===== config.mk =====
export PLATFORM = sky130hd
export DESIGN_NAME = int_issue_queue
export DESIGN_NICKNAME = d
export VERILOG_FILES = /design/src/rtl/int_issue_queue.sv
export SDC_FILE = /design/constraint.sdc
export NUM_CORES = 1
export LEC_CHECK = 0
export ABC_CLOCK_PERIOD_IN_PS = 5000
export CAP_MARGIN = 40
export CORE_AREA = 2 2 221 223
export CTS_CLUSTER_SIZE = 10
export DETAILED_ROUTE_END_ITERATION = 6
export DIE_AREA = 0 0 223 225
export GPL_TIMING_DRIVEN = 1
export PLACE_DENSITY = 0.69
export SLEW_MARGIN = 10
export SYNTH_ARGS = -nofsm -noshare
export SYNTH_HDL_FRONTEND = slang
export SYNTH_SLANG_ARGS = --single-unit

===== constraint.sdc =====
create_clock -name clk -period 5 [get_ports clk]
set_input_delay 1 -clock clk [delete_from_list [all_inputs] [get_ports clk]]
set_output_delay 1 -clock clk [all_outputs]
set_load 0.02 [all_outputs]

===== src/rtl/int_issue_queue.sv =====
// Integer issue queue: holds renamed instructions until dispatch, tracks operand readiness via wakeup broadcasts.
// Latency: an accepted insert, wakeup, dispatch or flush becomes visible one clk edge later; ins_ready is combinational.
// Backpressure: ins_ready drops when all DEPTH entries are valid, during flush, and while rst_n is low.
// Optional feature macro: INT_QUEUE_WAKEUP_BYPASS_EN (same-cycle writeback tags also mark an inserting entry's sources ready).
module int_issue_queue #(
    parameter int DEPTH     = 8,
    parameter int TAG_W     = 6,
    parameter int ID_W      = 5,
    parameter int PAYLOAD_W = 40,
    localparam int IDX_W    = $clog2(DEPTH),
    localparam int CNT_W    = $clog2(DEPTH) + 1
) (
    input  logic                       clk,
    input  logic                       rst_n,

    // insert port from rename
    input  logic                       ins_valid,
    output logic                       ins_ready,
    input  logic [TAG_W-1:0]           ins_src1,
    input  logic [TAG_W-1:0]           ins_src2,
    input  logic                       ins_src1_rdy,
    input  logic                       ins_src2_rdy,
    input  logic [ID_W-1:0]            ins_al_id,
    input  logic [PAYLOAD_W-1:0]       ins_payload,

    // dispatch grant from the scheduler
    input  logic                       disp_valid,
    input  logic [IDX_W-1:0]           disp_index,

    // wakeup broadcasts (ALU, load)
    input  logic                       wb0_valid,
    input  logic [TAG_W-1:0]           wb0_tag,
    input  logic                       wb1_valid,
    input  logic [TAG_W-1:0]           wb1_tag,

    input  logic                       flush,

    // per-entry state, entry i at bits [i*W +: W]
    output logic [DEPTH-1:0]           q_valid,
    output logic [DEPTH-1:0]           q_rdy1,
    output logic [DEPTH-1:0]           q_rdy2,
    output logic [DEPTH*TAG_W-1:0]     q_src1,
    output logic [DEPTH*TAG_W-1:0]     q_src2,
    output logic [DEPTH*ID_W-1:0]      q_al_id,
    output logic [DEPTH*PAYLOAD_W-1:0] q_payload,
    output logic [CNT_W-1:0]           count
);

    // Control state (reset) and data fields (never reset; qualified by valid_q only)
    logic [DEPTH-1:0]                  valid_q;
    logic [DEPTH-1:0]                  rdy1_q;
    logic [DEPTH-1:0]                  rdy2_q;
    logic [CNT_W-1:0]                  count_q;
    logic [DEPTH-1:0][TAG_W-1:0]       src1_q;
    logic [DEPTH-1:0][TAG_W-1:0]       src2_q;
    logic [DEPTH-1:0][ID_W-1:0]        al_id_q;
    logic [DEPTH-1:0][PAYLOAD_W-1:0]   payload_q;

    logic [IDX_W-1:0]                  free_idx;
    logic                              free_found;
    logic                              do_ins;
    logic                              do_disp;
    logic [DEPTH-1:0]                  wake1;
    logic [DEPTH-1:0]                  wake2;
    logic                              ins_rdy1;
    logic                              ins_rdy2;

    // Gating with rst_n keeps ins_ready low during reset independent of the count flops.
    assign ins_ready = rst_n && !flush && (count_q < CNT_W'(DEPTH));
    assign do_ins    = ins_valid && ins_ready && free_found;
    // Dispatch of an entry that is not valid is a no-op and must not touch count.
    assign do_disp   = disp_valid && valid_q[disp_index] && !flush;

    // Lowest-index free entry; a dispatching entry is still valid here, so it is never the target.
    always_comb begin
        free_idx   = '0;
        free_found = 1'b0;
        for (int i = DEPTH - 1; i >= 0; i--) begin
            if (!valid_q[i]) begin
                free_idx   = IDX_W'(i);
                free_found = 1'b1;
            end
        end
    end

    // Tag match of each resident source against either broadcast; a duplicate tag is just an OR.
    always_comb begin
        wake1 = '0;
        wake2 = '0;
        for (int i = 0; i < DEPTH; i++) begin
            wake1[i] = (wb0_valid && (wb0_tag == src1_q[i])) ||
                       (wb1_valid && (wb1_tag == src1_q[i]));
            wake2[i] = (wb0_valid && (wb0_tag == src2_q[i])) ||
                       (wb1_valid && (wb1_tag == src2_q[i]));
        end
    end

`ifdef INT_QUEUE_WAKEUP_BYPASS_EN
    // Catch a writeback that races the insert so the operand is not left waiting forever.
    assign ins_rdy1 = ins_src1_rdy ||
                      (wb0_valid && (wb0_tag == ins_src1)) ||
                      (wb1_valid && (wb1_tag == ins_src1));
    assign ins_rdy2 = ins_src2_rdy ||
                      (wb0_valid && (wb0_tag == ins_src2)) ||
                      (wb1_valid && (wb1_tag == ins_src2));
`else
    // The busy table already folds in same-cycle writebacks upstream.
    assign ins_rdy1 = ins_src1_rdy;
    assign ins_rdy2 = ins_src2_rdy;
`endif

    // Entry valid/ready bits and occupancy: flush dominates, then wakeup, dispatch and insert.
    always_ff @(posedge clk or negedge rst_n) begin
        if (!rst_n) begin
            valid_q <= '0;
            rdy1_q  <= '0;
            rdy2_q  <= '0;
            count_q <= '0;
        end else if (flush) begin
            valid_q <= '0;
            rdy1_q  <= '0;
            rdy2_q  <= '0;
            count_q <= '0;
        end else begin
            for (int i = 0; i < DEPTH; i++) begin
                if (valid_q[i]) begin
                    if (wake1[i]) rdy1_q[i] <= 1'b1;
                    if (wake2[i]) rdy2_q[i] <= 1'b1;
                end
                if (do_disp && (disp_index == IDX_W'(i))) begin
                    valid_q[i] <= 1'b0;
                end
                if (do_ins && (free_idx == IDX_W'(i))) begin
                    valid_q[i] <= 1'b1;
                    rdy1_q[i]  <= ins_rdy1;
                    rdy2_q[i]  <= ins_rdy2;
                end
            end
            case ({do_ins, do_disp})
                2'b10:   count_q <= count_q + CNT_W'(1);
                2'b01:   count_q <= count_q - CNT_W'(1);
                default: count_q <= count_q;
            endcase
        end
    end

    // Payload capture into the insert target; freed entries simply keep stale contents.
    always_ff @(posedge clk) begin
        if (do_ins) begin
            src1_q[free_idx]    <= ins_src1;
            src2_q[free_idx]    <= ins_src2;
            al_id_q[free_idx]   <= ins_al_id;
            payload_q[free_idx] <= ins_payload;
        end
    end

    assign q_valid   = valid_q;
    assign q_rdy1    = rdy1_q;
    assign q_rdy2    = rdy2_q;
    assign q_src1    = src1_q;
    assign q_src2    = src2_q;
    assign q_al_id   = al_id_q;
    assign q_payload = payload_q;
    assign count     = count_q;

endmodule


======== Word level (Yosys, flattened, before mapping) ========
Cells that the tools add are included.
cells by class
  add/subtract/negate cells ............... 2
  magnitude comparators ................... 4
  eq/ne operators ......................... 48
  multiplexer cells ....................... 97
  reductions and logical operators ........ 123
operator list
  kind                   count
  $bwmux W320            1
  $eq A6 B6 Y1           32
  $demux W40 S3          1
  $reduce_bool A3 Y1     33
  $bwmux W48             2
  $mux W1                73
  $logic_and A1 B1 Y1    55
  $bwmux W40             1
  $mux W40               1
  $reduce_and A2 Y1      16
  $eq A3 B3 Y1 const B   8
  $mux W3                8
  $mux W8                3
  $demux W6 S3           1
  $logic_or A1 B1 Y1     16
  $demux W5 S3           1
  $eq A3 B2 Y1 const B   4
  $lt A3 B4 Y1 const B   2
  $pmux W4 S2            1
  $eq A3 B1 Y1 const B   2
  $logic_not A3 Y1       2
  $mux W6                1
  $mux W5                1
  $add A4 B1 Y4 const B  1
  8 further kinds        8
storage, ports and cells
  register bits after elaboration ......... 484
  input port bits ......................... 81
  output and inout port bits .............. 485
  word-level logic and storage cells ...... 331

======== Depth between registers and ports, before layout ========
Gate-level depths: netlist of run 1.
  word-level depth ........................ 13
  gate-level depth with buffers ........... 11
  mapped depth without buffers ............ 10

======== Least setup slack after synthesis of run 1 ========
Ideal clock, no wire load.
  path kind ............................... input port to flip-flop
  start point ............................. input port flush
  end point ............................... register al_id_q (netlist bit q_al_id[10]), enable pin
  library setup time ...................... 0.542 ns
  data arrival time ....................... 5.275 ns
  required time ........................... 4.458 ns
  slack ................................... -0.817 ns
  stages .................................. 3
  path buffers ............................ 1
  path through ............................ nand4bb_1 > clkbuf_1 > nor3_1
between the ends
  longest elaborated chain between the ends .. 5
RTL lines
  element                           RTL line  source
  start, declared                   36        input logic flush,
  $logic_not A1 Y1                  69        assign ins_ready = rst_n && !flush && (count_q < CNT_W'(DEPTH));
  $logic_and A1 B1 Y1 (2 in a row)  69
  $logic_and A1 B1 Y1 (2 in a row)  70        assign do_ins = ins_valid && ins_ready && free_found;
  end signal, assigned by index     152       al_id_q[free_idx] <= ins_al_id;
  end, declared                     56        logic [DEPTH-1:0][ID_W-1:0] al_id_q;
No other way between the ends.
A chain may end at the register's enable or synchronous reset.

======== Final worst setup path of run 1 ========
  start point ............................. input port rst_n
  end point ............................... output port ins_ready
between the ends
  longest elaborated chain between the ends .. 2
RTL lines
  element                           RTL line  source
  start, declared                   14        input logic rst_n,
  $logic_and A1 B1 Y1 (2 in a row)  69
  end, declared                     18        output logic ins_ready,
No other way between the ends.

==> flow_summary.ini, run 1 <==
[min_path]
min-delay-start = count[3]$_DFFE_PN0P_
hold_path_depth = 1
hp-class = flop to flop

[worst_setup_path]
crit_chain = clkdlybuf4s50_1, buf_4, nor3b_1, clkdlybuf4s50_1
critPathMaxFanout = 30
critPathKind = primary input to primary output
reg2reg_from = count[3]$_DFFE_PN0P_
cpLargestDelayFamily = buffers and inverters
cp-start-kind = primary input
crit_top_cell = clkdlybuf4s50_1
end_kind = primary output
path_depth = 4
rr_worst_depth = 6
cp_slowest_cell = clkdlybuf4s50_1
cp_num_buf_inv = 3
crit_start = rst_n
cpPeakStageDelay_ps = 630
cp.arrival_ps = 2720
required_ps = 4000

[cts]
ctsResizeCount = 0
cts_buffers = 56
clk_pin_slew_worst_paths_ps = 50
holdBufCountCts = 0
clkLatencyLatePin_ps = 610
clk_path_buf_depth = 3
tritoncts = yes
cts_num_sinks = 484
cts_root_buf = clkbuf_16
cts_setup_buffers = 0
cts_max_level = 2

[yosys]
async_reset_ff_frac = 0.0579
seq_area_frac_synth = 0.816
synthCells = 928
yosys.area.top_type = edfxtp_1
synth_area_per_cell_um2 = 19.0
ys_ff_latch = 484
synthFlopType = edfxtp_1
synth_edf_count = 456
synthDistinctLibCells = 51
synth.net_count = 1011
synth_top_cell_area_share = 0.776
ys_warn_count = 0
synth_area_um2 = 17600
synth.area.top_cells = edfxtp_1, xnor2_1, dfrtp_1

[global_route]
grt.overflow.total = 0
grt_pass1_wl_mm = 85.6
grt_pass1_vias = 11698
use_met1 = 0.288
grt_use_met3 = 0.0950
grt_usage = 0.238
top_usage_layer = met2
globalRouteMet2Util = 0.390
grt_max_degree = 58
antenna_found_initial = 2

[floorplanning]
core-area_um2 = 47500
die_area_um2 = 50200
io_pins = 566
die_h_um = 225
die_x_um = 223
rows = 80
initial_utilization = 0.371

[timing]
setup_viol = 0
fin_ws_ps = 1280
rsz0062_at_grt = no
setup_tns_ps = 0
relSlewSlack = 0.512
fin_crit_sh = 0.744
period_minus_slack_ps = 3720
report.final.hold_viol_count = 0
clock_skew_ps = 28.2
timing_worst_slew_pin_value_ps = 730
clock.fmax_ghz = 0.269
slew_viol_final = 0

[detailed_routing]
via_per_inst = 5.16
drt-total-wl_mm = 60.9
first_pass_iters = 5
post_drt_wl_per_cell_um = 27.7
first_iter_violations = 960
vias = 11337
final_antenna_net_count = 0
route.detailed.drc = 0

[run]
max_cap_viol_count = 0

[placed_design]
place_hpwl_mm = 42.1
gp_congestion = 0.951
dp_slack_ps = 1180
io_buffers = 565

[run_status]
outcome = completed

[finish]
drive_above_1_share = 0.0779
num-nets-final = 1636
fillers = 3725
syn_to_final_growth_pct = 47.4

[pwr]
power_leakage_nw = 8.52
power_density_nw_per_um2 = 329
vdd_ir_drop_max_mv = 0.277
==> sequential cells by signal, indices dropped and copies added (netlist names) <==
register	cells
q_valid	8
q_src1	48
q_src2	48
q_al_id	40
count	4
q_rdy2	8
q_payload	320
q_rdy1	8
==> layout make-up <==
| cell class | count | area [µm²] | area share |
|---|---|---|---|
| sequential | 484 | 14400 | 0.553 |
| timing repair buffer | 605 | 6120 | 0.235 |
| multi-input combinational | 395 | 3070 | 0.118 |
| clock buffer | 76 | 1530 | 0.0587 |
| tap | 615 | 769 | 0.0296 |
| clock inverter | 7 | 71.3 | 0.00274 |
| inverter | 11 | 42.5 | 0.00164 |
| antenna | 2 | 5.00 | 0.000192 |
==> metrics by stage <==
| stage | total power, mW | utilization | hold WS (ps) | instances | instance area [µm²] |
|---|---|---|---|---|---|
| after floorplan | 4.74 | - | 627 | 928 | 17700 |
| after global placement | 4.96 | 0.509 | 553 | 2096 | 24200 |
| after detailed placement | 4.98 | 0.513 | 550 | 2110 | 24400 |
| after CTS | 8.61 | 0.547 | 557 | 2193 | 26000 |
| after global routing | 8.78 | 0.547 | 595 | 2194 | 26000 |
| final | 8.55 | 0.547 | 556 | 2195 | 26000 |
==> synth_stat cells, drive strengths merged, types with 2 or more instances <==
| library cell | count |
|---|---|
| buf | 19 |
| nand2b | 2 |
| nand2 | 8 |
| xnor2 | 169 |
| nand3 | 25 |
| nand4 | 35 |
| edfxtp | 456 |
| mux2i | 3 |
| ha | 2 |
| nor3 | 10 |
| a21o | 2 |
| a311oi | 6 |
| inv | 11 |
| nor2 | 17 |
| xor2 | 27 |
| clkbuf | 19 |
| dfrtp | 28 |
| o31ai | 2 |
| a21oi | 12 |
| a31oi | 2 |
| nor2b | 3 |
| a211oi | 22 |
| o22ai | 13 |
| mux2 | 3 |
| o41ai | 3 |
| o21ai | 4 |
| nor4 | 8 |
==> cells by family (layout without fill, tap and decap cells) <==
group,count (synthesis),after routing,share of synthesized area
flops,484,484,0.816
xor+xnor,196,196,0.0977
simple gates,119,119,0.0377
compound gates,71,71,0.0301
buf+inv,49,699,0.0121
mux,7,7,0.00532
fa+ha+maj,2,2,0.00142
other cells,0,2,0
==> report_power, final <==
group          internal [mW]  leakage [nW]  switching (mW)  total, mW
Sequential              4.46          4.50          0.0171       4.48
Clock                   2.10         0.772            1.54       3.64
Combinational          0.184          3.25           0.241      0.425
Total                   6.75          8.52            1.80       8.55
==> worst paths after layout <==
check                                        endpoint  slack, ps
min in group asynchronous       q_rdy2[2]$_DFFE_PN0P_        840
worst max register to register  q_al_id[25]$_DFFE_PP_       2110
worst min register to register   count[3]$_DFFE_PN0P_        560
worst min-delay path             count[3]$_DFFE_PN0P_        560
max in group asynchronous       q_rdy1[4]$_DFFE_PN0P_       3870
worst max-delay path                        ins_ready       1280
==> layer usage <==
metal / vias up / share of wire
met5: - / 0.00021
met4: 2 / 0.030
met3: 100 / 0.11
met2: 661 / 0.49
met1: 5767 / 0.37
li1: 4807 / -
==> placed cells by master, fill, tap and decap left out, types with 5 or more instances in the layout <==
cell             count
a21oi_1             12
buf_8               14
buf_4               21
nor3_1               9
nand4_1             35
nor4_1               8
clkbuf_1            16
nand2_1              8
buf_12               5
a311oi_1             6
xor2_1              27
nor2_1              15
inv_1                7
a211oi_1            21
o22ai_1             12
edfxtp_1           456
nand3_1             25
clkbuf_16           57
clkdlybuf4s50_1    565
xnor2_1            168
dfrtp_1             28
No activity file was read; power rests on OpenSTA's default activity.
==> inputs of run 2 (changes only) <==
==> config.mk (replaced) <==
export PLATFORM = sky130hd
export DESIGN_NAME = int_issue_queue
export DESIGN_NICKNAME = d
export VERILOG_FILES = /design/src/rtl/int_issue_queue.sv
export SDC_FILE = /design/constraint.sdc
export NUM_CORES = 1
export LEC_CHECK = 0
export ABC_CLOCK_PERIOD_IN_PS = 3700
export CAP_MARGIN = 40
export CORE_AREA = 2 2 218 220
export CTS_CLUSTER_SIZE = 10
export DETAILED_ROUTE_END_ITERATION = 6
export DIE_AREA = 0 0 220 222
export GPL_TIMING_DRIVEN = 1
export PLACE_DENSITY = 0.68
export SLEW_MARGIN = 10
export SYNTH_ARGS = -nofsm -noshare
export SYNTH_HDL_FRONTEND = slang
export SYNTH_SLANG_ARGS = --single-unit
==> constraint.sdc (replaced) <==
create_clock -name clk -period 3.7 [get_ports clk]
set_input_delay 0.74 -clock clk [delete_from_list [all_inputs] [get_ports clk]]
set_output_delay 0.74 -clock clk [all_outputs]
set_load 0.02 [all_outputs]
==> run 2 against run 1 <==
Against the previous run:
- register-to-register slack worse by 1100 ps
- clock-buffer cell count fell by 5
- die area down 2.7%
- sequential power rose by 35%
- cell count shrank 0.73%
- largest cell class unchanged
- clock skew shrank 10 ps
- total power increased by 33%
==> flow_summary.ini, run 2 (same netlist as run 1, synthesis figures left out) <==
[min_path]
min_to = count[3]$_DFFE_PN0P_
hp-class = flop to flop
hold_path_depth = 1
min-delay-start = count[3]$_DFFE_PN0P_

[timing]
report.final.hold_viol_count = 0
rsz0062_at_grt = no
setup_tns_ps = 0
holdWs_ps = 601
slew_viol_final = 0
clock_skew_ps = 17.8
clock.fmax_ghz = 0.326
setup_viol = 0
fin_ws_ps = 630
period_minus_slack_ps = 3070
timing_worst_slew_pin_value_ps = 740
fin_crit_sh = 0.830
relSlewSlack = 0.505

[floorplanning]
core-area_um2 = 46300
initial_utilization = 0.381
io_pins = 566
die_area_um2 = 48800
die_h_um = 222
die_x_um = 220
rows = 79

[finish]
syn_to_final_growth_pct = 46.4
multi_input_area_um2 = 3070
fillers = 3611
diodes = 0
drive_above_1_share = 0.0744
final_cells = 2179
regArea_um2 = 14400
num-nets-final = 1634
largest_reg_flops = 320
final_cell_mix = clkdlybuf4s50_1, edfxtp_1, xnor2_1
final_common_cell = clkdlybuf4s50_1

[detailed_routing]
first_pass_iters = 5
vias = 11345
via_per_inst = 5.21
route.detailed.drc = 0
post_drt_wl_per_cell_um = 28.2
first_iter_violations = 895
final_antenna_net_count = 0
drt-total-wl_mm = 61.5

[worst_setup_path]
cp.arrival_ps = 2330
crit_chain = clkdlybuf4s50_1, nor3b_1, clkdlybuf4s50_1
critPathMaxFanout = 6
crit_top_cell = clkdlybuf4s50_1
cp-start-kind = primary input
reg2reg_setup_slack_ps = 1020
rr_worst_depth = 10
end_kind = primary output
cp_slowest_cell = clkdlybuf4s50_1
required_ps = 2960
cpPeakStageDelay_ps = 660
r2r_end = count[2]$_DFFE_PN0P_
reg2reg_from = q_valid[4]$_DFFE_PN0P_
critPathKind = primary input to primary output

[global_route]
grt_pass1_vias = 11615
grt_max_degree = 58
antenna_found_initial = 0
grt_usage = 0.249
grt.overflow.total = 0
grt_pass1_wl_mm = 87.0

[cts]
cts_buffers = 55
clkLatencyLatePin_ps = 600
clk_pin_slew_worst_paths_ps = 60
cts_root_buf = clkbuf_16
ctsResizeCount = 0
cts_setup_buffers = 0
tritoncts = yes
cts_max_level = 2
cts_num_sinks = 484
clk_path_buf_depth = 3
holdBufCountCts = 0

[placed_design]
dp_slack_ps = 222
gp_congestion = 0.928
dp.cells = 2101
place_hpwl_mm = 43.2
io_buffers = 565

[pwr]
finalPower_mw = 11.3
power_leakage_nw = 8.45
power_density_nw_per_um2 = 439
vdd_ir_drop_max_mv = 0.441

[run]
max_cap_viol_count = 0

[run_status]
outcome = completed
==> run 2: power breakdown <==
group | internal, mW | switching, mW
Sequential | 6.03 | 0.0254
Combinational | 0.234 | 0.324
Clock | 2.69 | 2.03
==> run 2: how the worst max path moves through the flow <==
stage,startpoint,to,slack [ps],cells after the start
after CTS,rst_n,ins_ready,570,3
final,rst_n,ins_ready,630,3
after global routing,rst_n,ins_ready,500,3
after global placement,disp_index[1],count[2]$_DFFE_PN0P_,340,11
after detailed placement,disp_index[1],count[2]$_DFFE_PN0P_,220,11
after floorplan,flush,q_valid[7]$_DFFE_PN0P_,230,5
==> run 2: per-stage QoR <==
stage / area [µm²] / util
floorplan: 17700 / -
global placement: 24300 / 0.526
detailed placement: 24300 / 0.526
CTS: 25800 / 0.559
global route: 25800 / 0.559
finish: 25800 / 0.559
==> run 2: cell type report <==
class	instances	share of cell area
clock buffer	71	0.0556
clock inverter	7	0.00320
sequential	484	0.557
multi-input combinational	395	0.119
timing repair buffer	604	0.234
tap	607	0.0294
inverter	11	0.00165
==> run 2: metal layers <==
metal | part of all wire | global-route usage | routed length (µm)
met3 | 0.10 | 0.0881 | 6200
met1 | 0.38 | 0.305 | 23100
met2 | 0.50 | 0.417 | 30600
met4 | 0.027 | 0.0704 | 1640
met5 | 0 | 0 | 0
==> run 2: critical path: cells and delay by family <==
kind | cells | cell delay, ps
buffers and inverters | 2 | 1280
AND/OR/NAND/NOR | 1 | 310
==> variant 1 (config.mk and constraints of run 1) <==
Make the reset (`rst_n`) synchronous in one clocked block.
--- a/src/rtl/int_issue_queue.sv
+++ b/src/rtl/int_issue_queue.sv
@@ -112,3 +112,3 @@
     // Entry valid/ready bits and occupancy: flush dominates, then wakeup, dispatch and insert.
-    always_ff @(posedge clk or negedge rst_n) begin
+    always_ff @(posedge clk) begin
         if (!rst_n) begin
Formal check against the unedited RTL: differs if rst_n is asserted again (counterexample within 4 cycles, from zero or initial values and one cycle with rst_n low); with rst_n held inactive, the same outputs for 4 cycles.
==> variant 1 against run 1 <==
Synthesized area fell by 1.0%; routed wire length is 6.0% lower; via count is 4.0% lower; total power decreased by 1.8%; clock power fell by 2%; core utilization fell by 0.94 points; register-to-register slack worse by 40 ps; sequential cell count did not move; global-route usage decreased by 1.6 points; cell area shrank 1.7%; setup slack better by 150 ps.
==> variant 1: results (changes against run 1) <==
The run finished with clean final reports. The number of DRC markers after the initial detailed-route iteration is 729 (was 960), and the number of enable flip-flop cells after synthesis is 456 (unchanged). The async set or reset register ratio after synthesis works out to 0% (was 5.785%). For the clock buffer count from CTS, the log shows 55 (was 56). The relative slew slack was 39.57% (was 51.18%). The post-synthesis sequential area ratio was 81.63% (was 81.57%).

The overall routed net length is 57240 um (was 60890 um). The logs give 6 (was 5) for the total iterations of the first detailed-routing run and 8.302 nW (was 8.519 nW) for the leakage component of the power. The number of vias per cell came out at 5.046 (was 5.165). Area contributors post-synth: edfxtp_1 (78%), xnor2_1 (7.3%), dfxtp_1 (3.2%), xor2_1 (2.6%), nand4_1 (1.2%) (was edfxtp_1 (78%), xnor2_1 (8.3%), dfrtp_1 (4.0%), xor2_1 (1.3%), nand4_1 (1.2%)). For the number of antenna violations at the first check in global routing, the log shows 0 (was 2).

The worst clock skew is 25.23 ps (was 28.19 ps). The maximum fanout count along the critical path is 29 (was 30), and the HPWL after detailed placement is 40920 um (was 42120 um). The final estimated routing congestion in global placement is 0.8407 (was 0.9512). The fraction of final layout cells sized beyond drive strength 1 is 6.744% (was 7.795%), and the net count after synthesis is 1001 (was 1011).

The distinct cell type count of the synthesized netlist came out at 48 (was 51). The global routing usage summed across all routing layers is 22.20% (was 23.79%). The area of placed instances is 0.02403 sq mm (was 0.02440 sq mm), and the highest ir drop seen on vdd is 252.5 uV (was 276.5 uV). Number of diodes: 0 (was 2). Top cell types by occurrence after synthesis: edfxtp_1 (456), xnor2_1 (145), xor2_1 (51) (was edfxtp_1 (456), xnor2_1 (168), nand4_1 (35)).

The wire length of the first global-routing pass is 80500 um (was 85640 um).
variant 1: cell types whose count changed after synthesis, sizes merged, moves of 6 or more:
cell	before	now
dfrtp	28	0
dfxtp	0	28
xnor2	169	145
xor2	27	51
clkbuf	19	6
buf	19	31
nor4	8	16
o21ai	4	11
nand3	25	19
variant 1: through the flow:
step	utilization, %	cells	total power [W]	setup slack, ps
finish	53.76	2157	0.008388	1433
detailed placement	50.53	2083	0.004907	1115
floorplan	-	917	0.004699	547.2
CTS	53.76	2157	0.008465	1440
global placement	50.20	2075	0.004885	1187
global route	53.76	2157	0.008624	1399
variant 1: cell families after synthesis:
kind of cell | after synthesis | synth area share, %
AO/OA/AOI/OAI | 65 | 2.458
AND/OR/NAND/NOR | 116 | 3.941
flip-flops | 484 | 81.63
XOR/XNOR | 196 | 9.832
multiplexers | 6 | 0.4944
adder cells (fa/ha/maj) | 3 | 0.2150
buffers and inverters | 47 | 1.426
variant 1: layout make-up:
cell class	instances	area, sq um
Sequential cell	484	14250
Clock buffer	67	1441
Timing Repair Buffer	588	5976
Fill cell	3733	21990
Multi-Input combinational cell	386	2984
Tap cell	615	769.5
Inverter	10	43.79
Clock inverter	7	90.09
variant 1: worst paths after layout:
kind	start	to	slack, ps	cells past startpoint
worst max-delay path	flush	ins_ready	1430	5
worst max register to register	q_valid[0]$_SDFFE_PP0P_	count[2]$_SDFFE_PP0P_	2070	10
worst min-delay path	q_rdy1[3]$_SDFFE_PP0P_	q_rdy1[3]$_SDFFE_PP0P_	560	2
worst min register to register	q_rdy1[3]$_SDFFE_PP0P_	q_rdy1[3]$_SDFFE_PP0P_	560	2
variant 1: metal layers:
metal  share of wire, %  track usage [%]  vias to the layer above
met4                4.2            9.201                        0
met5                  0                0                        -
met2                 49            37.25                      523
met1                 36            25.15                     5564
met3                 10            9.140                      114
li1                   -                -                     4683
variant 1: report_power, final:
group          internal (W)  switching (W)  leakage, nW
Clock               0.00206        0.00151        0.747
Combinational      0.000153       0.000213         3.22
Sequential          0.00445     0.00000906         4.33
Total               0.00666        0.00173         8.30
variant 1: critical path, stage by stage:
cell and delay, ps:
clkdlybuf4s50_1 430, nand2b_1 160, buf_4 240, nor2_1 130
clkdlybuf4s50_1 620
==> variant 2 (settings of run 1) <==
Without the edit above. Change the parameter `ID_W` from 5 to 10.
--- a/src/rtl/int_issue_queue.sv
+++ b/src/rtl/int_issue_queue.sv
@@ -7,3 +7,3 @@
     parameter int TAG_W     = 6,
-    parameter int ID_W      = 5,
+    parameter int ID_W      = 10,
     parameter int PAYLOAD_W = 40,
Ports: changed (resized ins_al_id and q_al_id); port bits go from 566 to 611. No check against the original RTL was run, so the function may have changed too.
==> variant 2 against run 1 <==
Non-clock buffer count up 48; critical path depth unchanged; critical path type unchanged; sequential cell count up 40; routed wire length up 8.8%; setup slack worse by 170 ps; synthesized cell count up 4.3%; total power up 6.0%; cell area up 6.5%; synthesized area up 6.8%; clock power up 4%.
==> variant 2: results (changes against run 1) <==
The post-placement setup slack was 988.8 ps (was 1176 ps). The number of diodes is 0 (was 2), and the minimum hold slack is 606.4 ps (was 555.8 ps). For the slack of the worst reg-to-reg path, the log shows 2160 ps (was 2110 ps).

Worst hold path endpoint: count[3]$_DFFE_PN0P_ (unchanged). Routed via count: 11990 (was 11340). The tools report the global routing usage summed across all routing layers as 25.65% (was 23.79%). The placed cell count is 2198 (was 2110).

The maximum fanout count along the critical path is 12 (was 30). Slew at the pin with the worst max-slew slack: 887.5 ps (was 730.0 ps). The leakage component of the power was 9.082 nW (was 8.519 nW). The deepest level of the CTS H-tree is 2 (unchanged), and the xor and xnor fraction of the mapped netlist area is 9.148% (was 9.771%).

The multiplexer share of the synthesized area works out to 0.4979% (was 0.5318%). HPWL after detailed placement: 46650 um (was 42120 um). End of the worst register-to-register path: q_src1[29]$_DFFE_PP_ (was q_al_id[25]$_DFFE_PP_).

The dominant delay contributor by cell family on the critical path was buffers and inverters (unchanged). The tools report the net count after synthesis as 1056 (was 1011). The number of port buffers is 610 (was 565). The number of non-filler instances in the completed layout came out at 2273 (was 2195). The number of DRC markers after the initial detailed-route iteration was 917 (was 960); the post-synthesis sequential area ratio was 82.75% (was 81.57%). The clock buffer count from CTS is 59 (was 56), and the post-synthesis instance total is 968 (was 928).

The run gives 1732 (was 1636) as the final net count. Cell count of the worst reg-to-reg path: 5 (was 6). The area of placed instances is 0.02609 sq mm (was 0.02440 sq mm). The number of enable flip-flop cells after synthesis is 496 (was 456). The overall routed net length was 66260 um (was 60890 um). The run gives 4 (was 5) as the total iterations of the first detailed-routing run. The logs give 1 (was 2) for the number of antenna violations at the first check in global routing and 63 (was 58) for the pin count of the biggest net entering global routing. The tools report the worst clock skew as 36.46 ps (was 28.19 ps). The logs give 324.2 uV (was 276.5 uV) for the highest ir drop seen on vdd and 91330 um (was 85640 um) for the wire length of the first global-routing pass. The tools report the arrival time at the worst endpoint as 2890 ps (was 2720 ps). Area contributors post-synth: edfxtp_1 (79%), xnor2_1 (7.8%), dfrtp_1 (3.7%), xor2_1 (1.3%), nand4_1 (1.2%) (was edfxtp_1 (78%), xnor2_1 (8.3%), dfrtp_1 (4.0%), xor2_1 (1.3%), nand4_1 (1.2%)). The run finished with clean final reports. The startpoint of the lowest-slack register-to-register path was q_valid[0]$_DFFE_PN0P_ (was count[3]$_DFFE_PN0P_).

Top cell types by occurrence after synthesis: edfxtp_1 (496), xnor2_1 (168), nand4_1 (35) (was edfxtp_1 (456), xnor2_1 (168), nand4_1 (35)). The peak clock frequency supported by timing came out at 257.0 MHz (was 268.9 MHz). The async set or reset register ratio after synthesis was 5.344% (was 5.785%); the final estimated routing congestion in global placement was 0.9080 (was 0.9512).

The peak per-stage delay on the critical path is 740 ps (was 630 ps), and the post-synthesis share of cell area spent on full adders, half adders and majority gates is 0.1328% (was 0.1418%). The complex-gate fraction of the synthesized area was 2.821% (was 3.014%); the number of global-route vias before repair was 12260 (was 11700). The fraction of final layout cells sized beyond drive strength 1 came out at 7.479% (was 7.795%).
[variant 2: cell types whose count changed after synthesis]
cell,change
edfxtp_1,+40
[variant 2: report_power, final]
part	leakage (nW)	internal (W)	switching, W
logic	3.44	0.000189	0.000252
registers	4.86	0.00483	0.0000187
clock network	0.782	0.00216	0.00160
total	9.08	0.00718	0.00188
[variant 2: final cells by class]
cell class                      instances  area, sq um
Clock inverter                          7        91.34
Multi-Input combinational cell        395         3073
Tap cell                              615        769.5
Clock buffer                           68         1520
Sequential cell                       524        15600
Fill cell                            3549        19840
Inverter                               11        46.29
Timing Repair Buffer                  653         6609
[variant 2: worst register-to-register path, cell delays in order, from the launching register on]
cell and delay [ps]:
dfrtp_1 710, nand2_1 380, nor2_1 230, nand4b_1 260, clkinv_2 560, buf_12 370
[variant 2: per-layer routing]
metal  global-route usage [%]  up-vias  wire length [um]
li1                         -     5034                 -
met1                    29.96     6220             24390
met2                    43.86      626             33340
met3                    9.478      103              6432
met4                    8.508        2              2079
met5                        0        -                13
